--- src/rtl/video_timing_pkg.sv ---
// video_timing_pkg
//   Shared constants and helpers for the video timing generator.
//   - DEF_* : default timing set (256x240 visible, NES-like borders)
//   - axis_total  : total length of one axis (display + porches + sync)
//   - sync_active : true when pos lies inside [start, start+width)
package video_timing_pkg;

    localparam int unsigned DEF_H_DISPLAY = 256;
    localparam int unsigned DEF_H_FRONT   = 7;
    localparam int unsigned DEF_H_SYNC    = 23;
    localparam int unsigned DEF_H_BACK    = 23;
    localparam int unsigned DEF_V_DISPLAY = 240;
    localparam int unsigned DEF_V_BOTTOM  = 14;
    localparam int unsigned DEF_V_SYNC    = 8;
    localparam int unsigned DEF_V_TOP     = 5;
    localparam int unsigned DEF_CW        = 9;
    localparam int unsigned DEF_FCW       = 8;

    function automatic int unsigned axis_total(input int unsigned display,
                                               input int unsigned front,
                                               input int unsigned sync,
                                               input int unsigned back);
        return display + front + sync + back;
    endfunction

    function automatic logic sync_active(input int unsigned pos,
                                         input int unsigned start,
                                         input int unsigned width);
        return (pos >= start) && (pos < start + width);
    endfunction

endpackage

--- src/rtl/video_timing_axis.sv ---
// video_timing_axis
//   One timing axis (horizontal or vertical): a wrapping position counter
//   with a registered sync output decoded from the next position.
//   Ports:
//     clk    in   clock
//     reset  in   asynchronous active-high reset
//     step   in   advance the position on this clk edge
//     pos    out  [CW-1:0] registered position
//     sync   out  registered sync, at POL level inside the sync window
//     active out  combinational lookahead: next position is in the display
//                 area (the parent registers it alongside pos)
//     wrap   out  combinational: this edge takes pos from MAX back to 0
module video_timing_axis
    import video_timing_pkg::*;
#(
    parameter int unsigned DISPLAY = DEF_H_DISPLAY,
    parameter int unsigned FRONT   = DEF_H_FRONT,
    parameter int unsigned SYNC    = DEF_H_SYNC,
    parameter int unsigned BACK    = DEF_H_BACK,
    parameter bit          POL     = 1'b1,
    parameter int unsigned CW      = DEF_CW
) (
    input  logic          clk,
    input  logic          reset,
    input  logic          step,
    output logic [CW-1:0] pos,
    output logic          sync,
    output logic          active,
    output logic          wrap
);

    localparam int unsigned TOTAL      = axis_total(DISPLAY, FRONT, SYNC, BACK);
    localparam int unsigned MAX        = TOTAL - 1;
    localparam int unsigned SYNC_START = DISPLAY + FRONT;
    localparam logic [CW-1:0] POS_MAX  = CW'(MAX);

    if (FRONT < 1 || SYNC < 1 || BACK < 1) begin : g_bad_widths
        $error("video_timing_axis: porch and sync widths must be >= 1");
    end

    if (longint'(MAX) >= (longint'(1) << CW)) begin : g_bad_cw
        $error("video_timing_axis: CW too narrow for axis total");
    end

    logic [CW-1:0] pos_next;

    always_comb begin
        wrap     = step && (pos == POS_MAX);
        pos_next = pos;
        if (wrap) begin
            pos_next = '0;
        end else if (step) begin
            pos_next = pos + CW'(1);
        end
        active = 32'(pos_next) < DISPLAY;
    end

    // Decoding from pos_next keeps sync aligned with the registered pos.
    always_ff @(posedge clk or posedge reset) begin
        if (reset) begin
            pos  <= '0;
            sync <= ~POL;
        end else begin
            pos  <= pos_next;
            sync <= sync_active(32'(pos_next), SYNC_START, SYNC) ? POL : ~POL;
        end
    end

endmodule

--- src/rtl/video_timing_gen.sv ---
// video_timing_gen
//   Parametrised video timing generator: position counters, sync, blanking,
//   line/frame strobes and a frame counter. All outputs are registered and
//   describe the pixel currently on hpos/vpos.
//   Ports:
//     clk          in   clock
//     reset        in   asynchronous active-high reset
//     pix_en       in   pixel clock enable
//     hpos, vpos   out  [CW-1:0] current column / line
//     hsync, vsync out  sync at HSYNC_POL / VSYNC_POL level when active
//     display_on   out  (hpos,vpos) inside the visible area
//     vblank       out  vpos >= V_DISPLAY
//     line_start   out  one-clk pulse when hpos wraps to 0
//     frame_start  out  one-clk pulse when hpos and vpos both wrap to 0
//     frame_count  out  [FCW-1:0] completed frames, wrapping
module video_timing_gen
    import video_timing_pkg::*;
#(
    parameter int unsigned H_DISPLAY = DEF_H_DISPLAY,
    parameter int unsigned H_FRONT   = DEF_H_FRONT,
    parameter int unsigned H_SYNC    = DEF_H_SYNC,
    parameter int unsigned H_BACK    = DEF_H_BACK,
    parameter int unsigned V_DISPLAY = DEF_V_DISPLAY,
    parameter int unsigned V_BOTTOM  = DEF_V_BOTTOM,
    parameter int unsigned V_SYNC    = DEF_V_SYNC,
    parameter int unsigned V_TOP     = DEF_V_TOP,
    parameter bit          HSYNC_POL = 1'b1,
    parameter bit          VSYNC_POL = 1'b1,
    parameter int unsigned CW        = DEF_CW,
    parameter int unsigned FCW       = DEF_FCW
) (
    input  logic           clk,
    input  logic           reset,
    input  logic           pix_en,
    output logic [CW-1:0]  hpos,
    output logic [CW-1:0]  vpos,
    output logic           hsync,
    output logic           vsync,
    output logic           display_on,
    output logic           vblank,
    output logic           line_start,
    output logic           frame_start,
    output logic [FCW-1:0] frame_count
);

    logic h_wrap;
    logic v_wrap;
    logic h_active;
    logic v_active;
    logic v_step;

    assign v_step = pix_en & h_wrap;

    video_timing_axis #(
        .DISPLAY (H_DISPLAY),
        .FRONT   (H_FRONT),
        .SYNC    (H_SYNC),
        .BACK    (H_BACK),
        .POL     (HSYNC_POL),
        .CW      (CW)
    ) u_h_axis (
        .clk    (clk),
        .reset  (reset),
        .step   (pix_en),
        .pos    (hpos),
        .sync   (hsync),
        .active (h_active),
        .wrap   (h_wrap)
    );

    video_timing_axis #(
        .DISPLAY (V_DISPLAY),
        .FRONT   (V_BOTTOM),
        .SYNC    (V_SYNC),
        .BACK    (V_TOP),
        .POL     (VSYNC_POL),
        .CW      (CW)
    ) u_v_axis (
        .clk    (clk),
        .reset  (reset),
        .step   (v_step),
        .pos    (vpos),
        .sync   (vsync),
        .active (v_active),
        .wrap   (v_wrap)
    );

    // h_wrap/v_wrap are already gated by pix_en, so the strobes drop to 0
    // on disabled cycles while the decoded outputs simply hold.
    always_ff @(posedge clk or posedge reset) begin
        if (reset) begin
            display_on  <= 1'b1;
            vblank      <= 1'b0;
            line_start  <= 1'b0;
            frame_start <= 1'b0;
            frame_count <= '0;
        end else begin
            display_on  <= h_active && v_active;
            vblank      <= !v_active;
            line_start  <= h_wrap;
            frame_start <= v_wrap;
            if (v_wrap) begin
                frame_count <= frame_count + FCW'(1);
            end
        end
    end

endmodule

--- config.mk ---
export PLATFORM = sky130hd
export DESIGN_NAME = video_timing_gen
export DESIGN_NICKNAME = d
export VERILOG_FILES = /design/src/rtl/video_timing_pkg.sv /design/src/rtl/video_timing_axis.sv /design/src/rtl/video_timing_gen.sv
export SDC_FILE = /design/constraint.sdc
export NUM_CORES = 1
export LEC_CHECK = 0
export ABC_AREA = 0
export ABC_CLOCK_PERIOD_IN_PS = 3800
export BUFFER_PORTS_ARGS = -buffer_cell sky130_fd_sc_hd__buf_2
export CORE_MARGIN = 4
export CORE_UTILIZATION = 58
export DETAILED_ROUTE_END_ITERATION = 10
export PLACE_DENSITY = 0.89
export REMOVE_ABC_BUFFERS = 1
export SYNTH_ARGS = -nofsm -noshare
export SYNTH_HDL_FRONTEND = slang
export SYNTH_SLANG_ARGS = --single-unit
--- constraint.sdc ---
create_clock -name clk -period 3.8 [get_ports clk]
set_clock_uncertainty 0.1 [all_clocks]
set_input_delay 0.19 -clock clk [delete_from_list [all_inputs] [get_ports clk]]
set_output_delay 0.19 -clock clk [all_outputs]
set_load 0.005 [all_outputs]
==> flow_metrics.py <==
metrics = {
    "timing": {
        "max_slew_margin_pct": 62.7,
        "fmax_mhz": 375,
        "hold_viol": 0,
        "rsz0062_at_grt": "false",
        "drv_slew": 0,
        "layout_min_cycle_time_ps": 2670,
        "worstMarginPinSlew_ps": 555,
        "finalSetupTns_ps": 0,
        "setup_violations": 0,
        "fin_crit_sh_pct": 70.1,
    },
    "clock_network": {
        "cts_max_path_buffers": 2,
        "htreeDepth": 2,
        "cts_inserted_buffers": 5,
        "path_clk_slew_ps": 100,
        "numClockSinks": 32,
        "clock_latency_ps": 340,
        "clock-root-buffer": "clkbuf_4",
        "cts_tree": "yes",
    },
    "synth": {
        "synth_edf_count": 0,
        "synth_simple_gate_area_share_pct": 22.1,
        "synth-compound-area-share_pct": 8.96,
        "synth_area_per_cell_sq_um": 10.0,
        "synth_area_leaders": "dfrtp_1, xnor2_1, nand2_1",
        "ys_seq_elements": 32,
        "synth_top_area_share_pct": 46.3,
        "synth_adder_area_share_pct": 3.73,
        "synth_mux_area_share_pct": 1.87,
        "synth.yosys.seq_area_share_pct": 47.8,
        "netlist_instances": 167,
        "synthFlopType": "dfrtp_1",
        "syn-cell-area_sq_um": 1680,
        "synthArstFlopShare_pct": 100,
        "yosysMostFrequentCell": "dfrtp_1",
        "netlist_top_cells_count": "dfrtp_1, nand2_1, xnor2_1",
        "synth_area_leader_cell": "dfrtp_1",
        "synth.distinct_cells": 42,
        "synth_warnings": 0,
        "synth_top_family_by_area": "simple AND/OR/NAND/NOR gates",
        "synth_xor_area_share_pct": 9.93,
    },
    "layout": {
        "syn_to_final_growth_pct": 15.8,
        "diodes": 0,
        "drive_above_1_share_pct": 24.9,
        "nets": 212,
        "instances_no_fill": 236,
    },
    "worst_setup_path": {
        "critPathCaptureType": "flop",
        "critPathRequiredTime_ps": 3960,
        "regToRegStartpoint": "u_h_axis.pos[0]",
        "startpoint_type": "flop",
        "critPathKind": "flop to flop",
        "crit_start": "u_h_axis.pos[0]",
        "critPathMaxFanout": 10,
        "critical_path_arrival_ps": 2830,
    },
    "grt": {
        "grt_start_max_net_pins": 33,
        "antenna_found_initial": 0,
        "grt_pass1_wl_mm": 6.07,
        "grt-ovfl-total": 0,
        "grt_pass1_vias": 1323,
        "grt_usage_pct": 22.2,
    },
    "placed_design": {
        "place_congestion": 0.999,
        "io_buffers": 34,
        "dp_cells": 227,
        "dp_hpwl_mm": 2.77,
    },
    "die": {
        "rows": 19,
        "core_sq_um": 2760,
        "die_w_microns": 61.8,
        "die_area_sq_um": 3810,
        "initial_utilization_pct": 60.8,
        "io_pins": 35,
        "die_h_microns": 61.8,
    },
    "min_path": {
        "hp-start": "pix_en",
        "hold_class": "input pin to flop",
    },
    "routing": {
        "ant_nets": 0,
        "route.vias.total": 1384,
        "drc_errors": 0,
        "drt_iter0_drc": 48,
        "first_pass_iters": 5,
        "viasPerCell": 5.86,
        "post_drt_wl_per_cell_microns": 16.0,
        "routed_wl_mm": 3.78,
    },
    "power": {
        "seqPwrFrac_pct": 46.3,
        "irDropWorstVdd_mv": 0.456,
        "p_clk_share_pct": 31.2,
        "p_sw_share_pct": 31.5,
        "power.leakage_uw": 0.00102,
        "power_frac_comb_pct": 22.4,
        "internal_power_uw": 642,
        "power_density_nw_per_um2": 483,
        "p_sw_uw": 296,
    },
    "job": {
        "maxCapViolations": 0,
    },
    "status": {
        "status": "finished clean",
    },
}
[kinds of logic after synthesis]
| family | count (synthesis) |
|---|---|
| adders and majority gates | 5 |
| muxes | 3 |
| DFF | 32 |
| xor gates and xnor gates | 19 |
| AOI/OAI and AO/OA | 23 |
| buffers and inverters | 16 |
| and+or+nand+nor | 69 |
[final timing paths]
check / end / slack (ps) / cells past startpoint
setup reg to reg: u_v_axis.sync / 1130 / 8
hold reg to reg: frame_count[7] / 390 / 1
setup / recovery: u_v_axis.sync / 1130 / 8
hold / removal: u_h_axis.pos[0] / 130 / 3
min in group asynchronous: frame_count[4] / 390 / 4
max in group asynchronous: display_on / 2890 / 4
[state kept, by name, indices dropped and copies added (netlist names)]
name	flops
u_v_axis.pos	9
frame_start	1
u_h_axis.sync	1
u_v_axis.sync	1
frame_count	8
line_start	1
u_h_axis.pos	9
display_on	1
vblank	1
[area by class of cell]
type	instances	area [sq um]
tap	31	38.8
fill	211	816
inverter	10	37.5
multi-input combinational	119	781
clock buffer	7	65.1
sequential	32	802
timing repair buffer	36	188
clock inverter	1	30.0
[placed cells by master (no fill, tap or decap), types with 6 or more instances in the layout]
| master | count |
|---|---|
| a21oi_1 | 6 |
| buf_2 | 34 |
| dfrtp_1 | 31 |
| inv_1 | 9 |
| nand2_1 | 21 |
| nand4_1 | 8 |
| nor2_1 | 10 |
| nor3_1 | 6 |
| xnor2_1 | 12 |
| xor2_1 | 7 |
[routing by layer]
| metal | global-route usage (%) | part of all wire, % | vias up |
|---|---|---|---|
| met3 | 6.40 | 6.4 | 11 |
| li1 | - | - | 658 |
| met2 | 36.3 | 49 | 51 |
| met5 | 0 | 0 | - |
| met1 | 26.9 | 42 | 664 |
| met4 | 10.9 | 2.4 | 0 |
[worst max-delay path, stage by stage (launching register included)]
cell and delay (ps):
dfrtp_1 460, inv_1 80, ha_1 140, nand4b_1 190
or3_1 600, nor3_1 350, xor2_1 140, a2111o_1 370
o21ai_1 150
[through the flow]
stage | instance area (sq um) | util [%] | total power [uW] | hold WS [ps] | setup WS [ps]
global route | 1940 | 70.4 | 992 | 145 | 994
finish | 1940 | 70.4 | 938 | 129 | 1130
floorplan | 1620 | - | 568 | 205 | 1490
detailed placement | 1840 | 66.6 | 646 | 198 | 1190
global placement | 1840 | 66.6 | 631 | 182 | 1430
CTS | 1940 | 70.4 | 939 | 120 | 1160
[power by group through the flow]
stage	combinational, uW	sequential, uW	clock [uW]
detailed placement	206	439	0
global route	236	442	314
global placement	195	435	0
finish	210	435	293
floorplan	135	433	0
CTS	211	432	296
[timing repair]
| item | CTS | global route |
|---|---|---|
| hold buffers | 1 | 0 |
| setup buffers | 0 | 0 |
| gates resized for setup | 0 | 0 |
| hold endpoints to repair | 31 | 0 |
(Power assumes the default switching activity.)
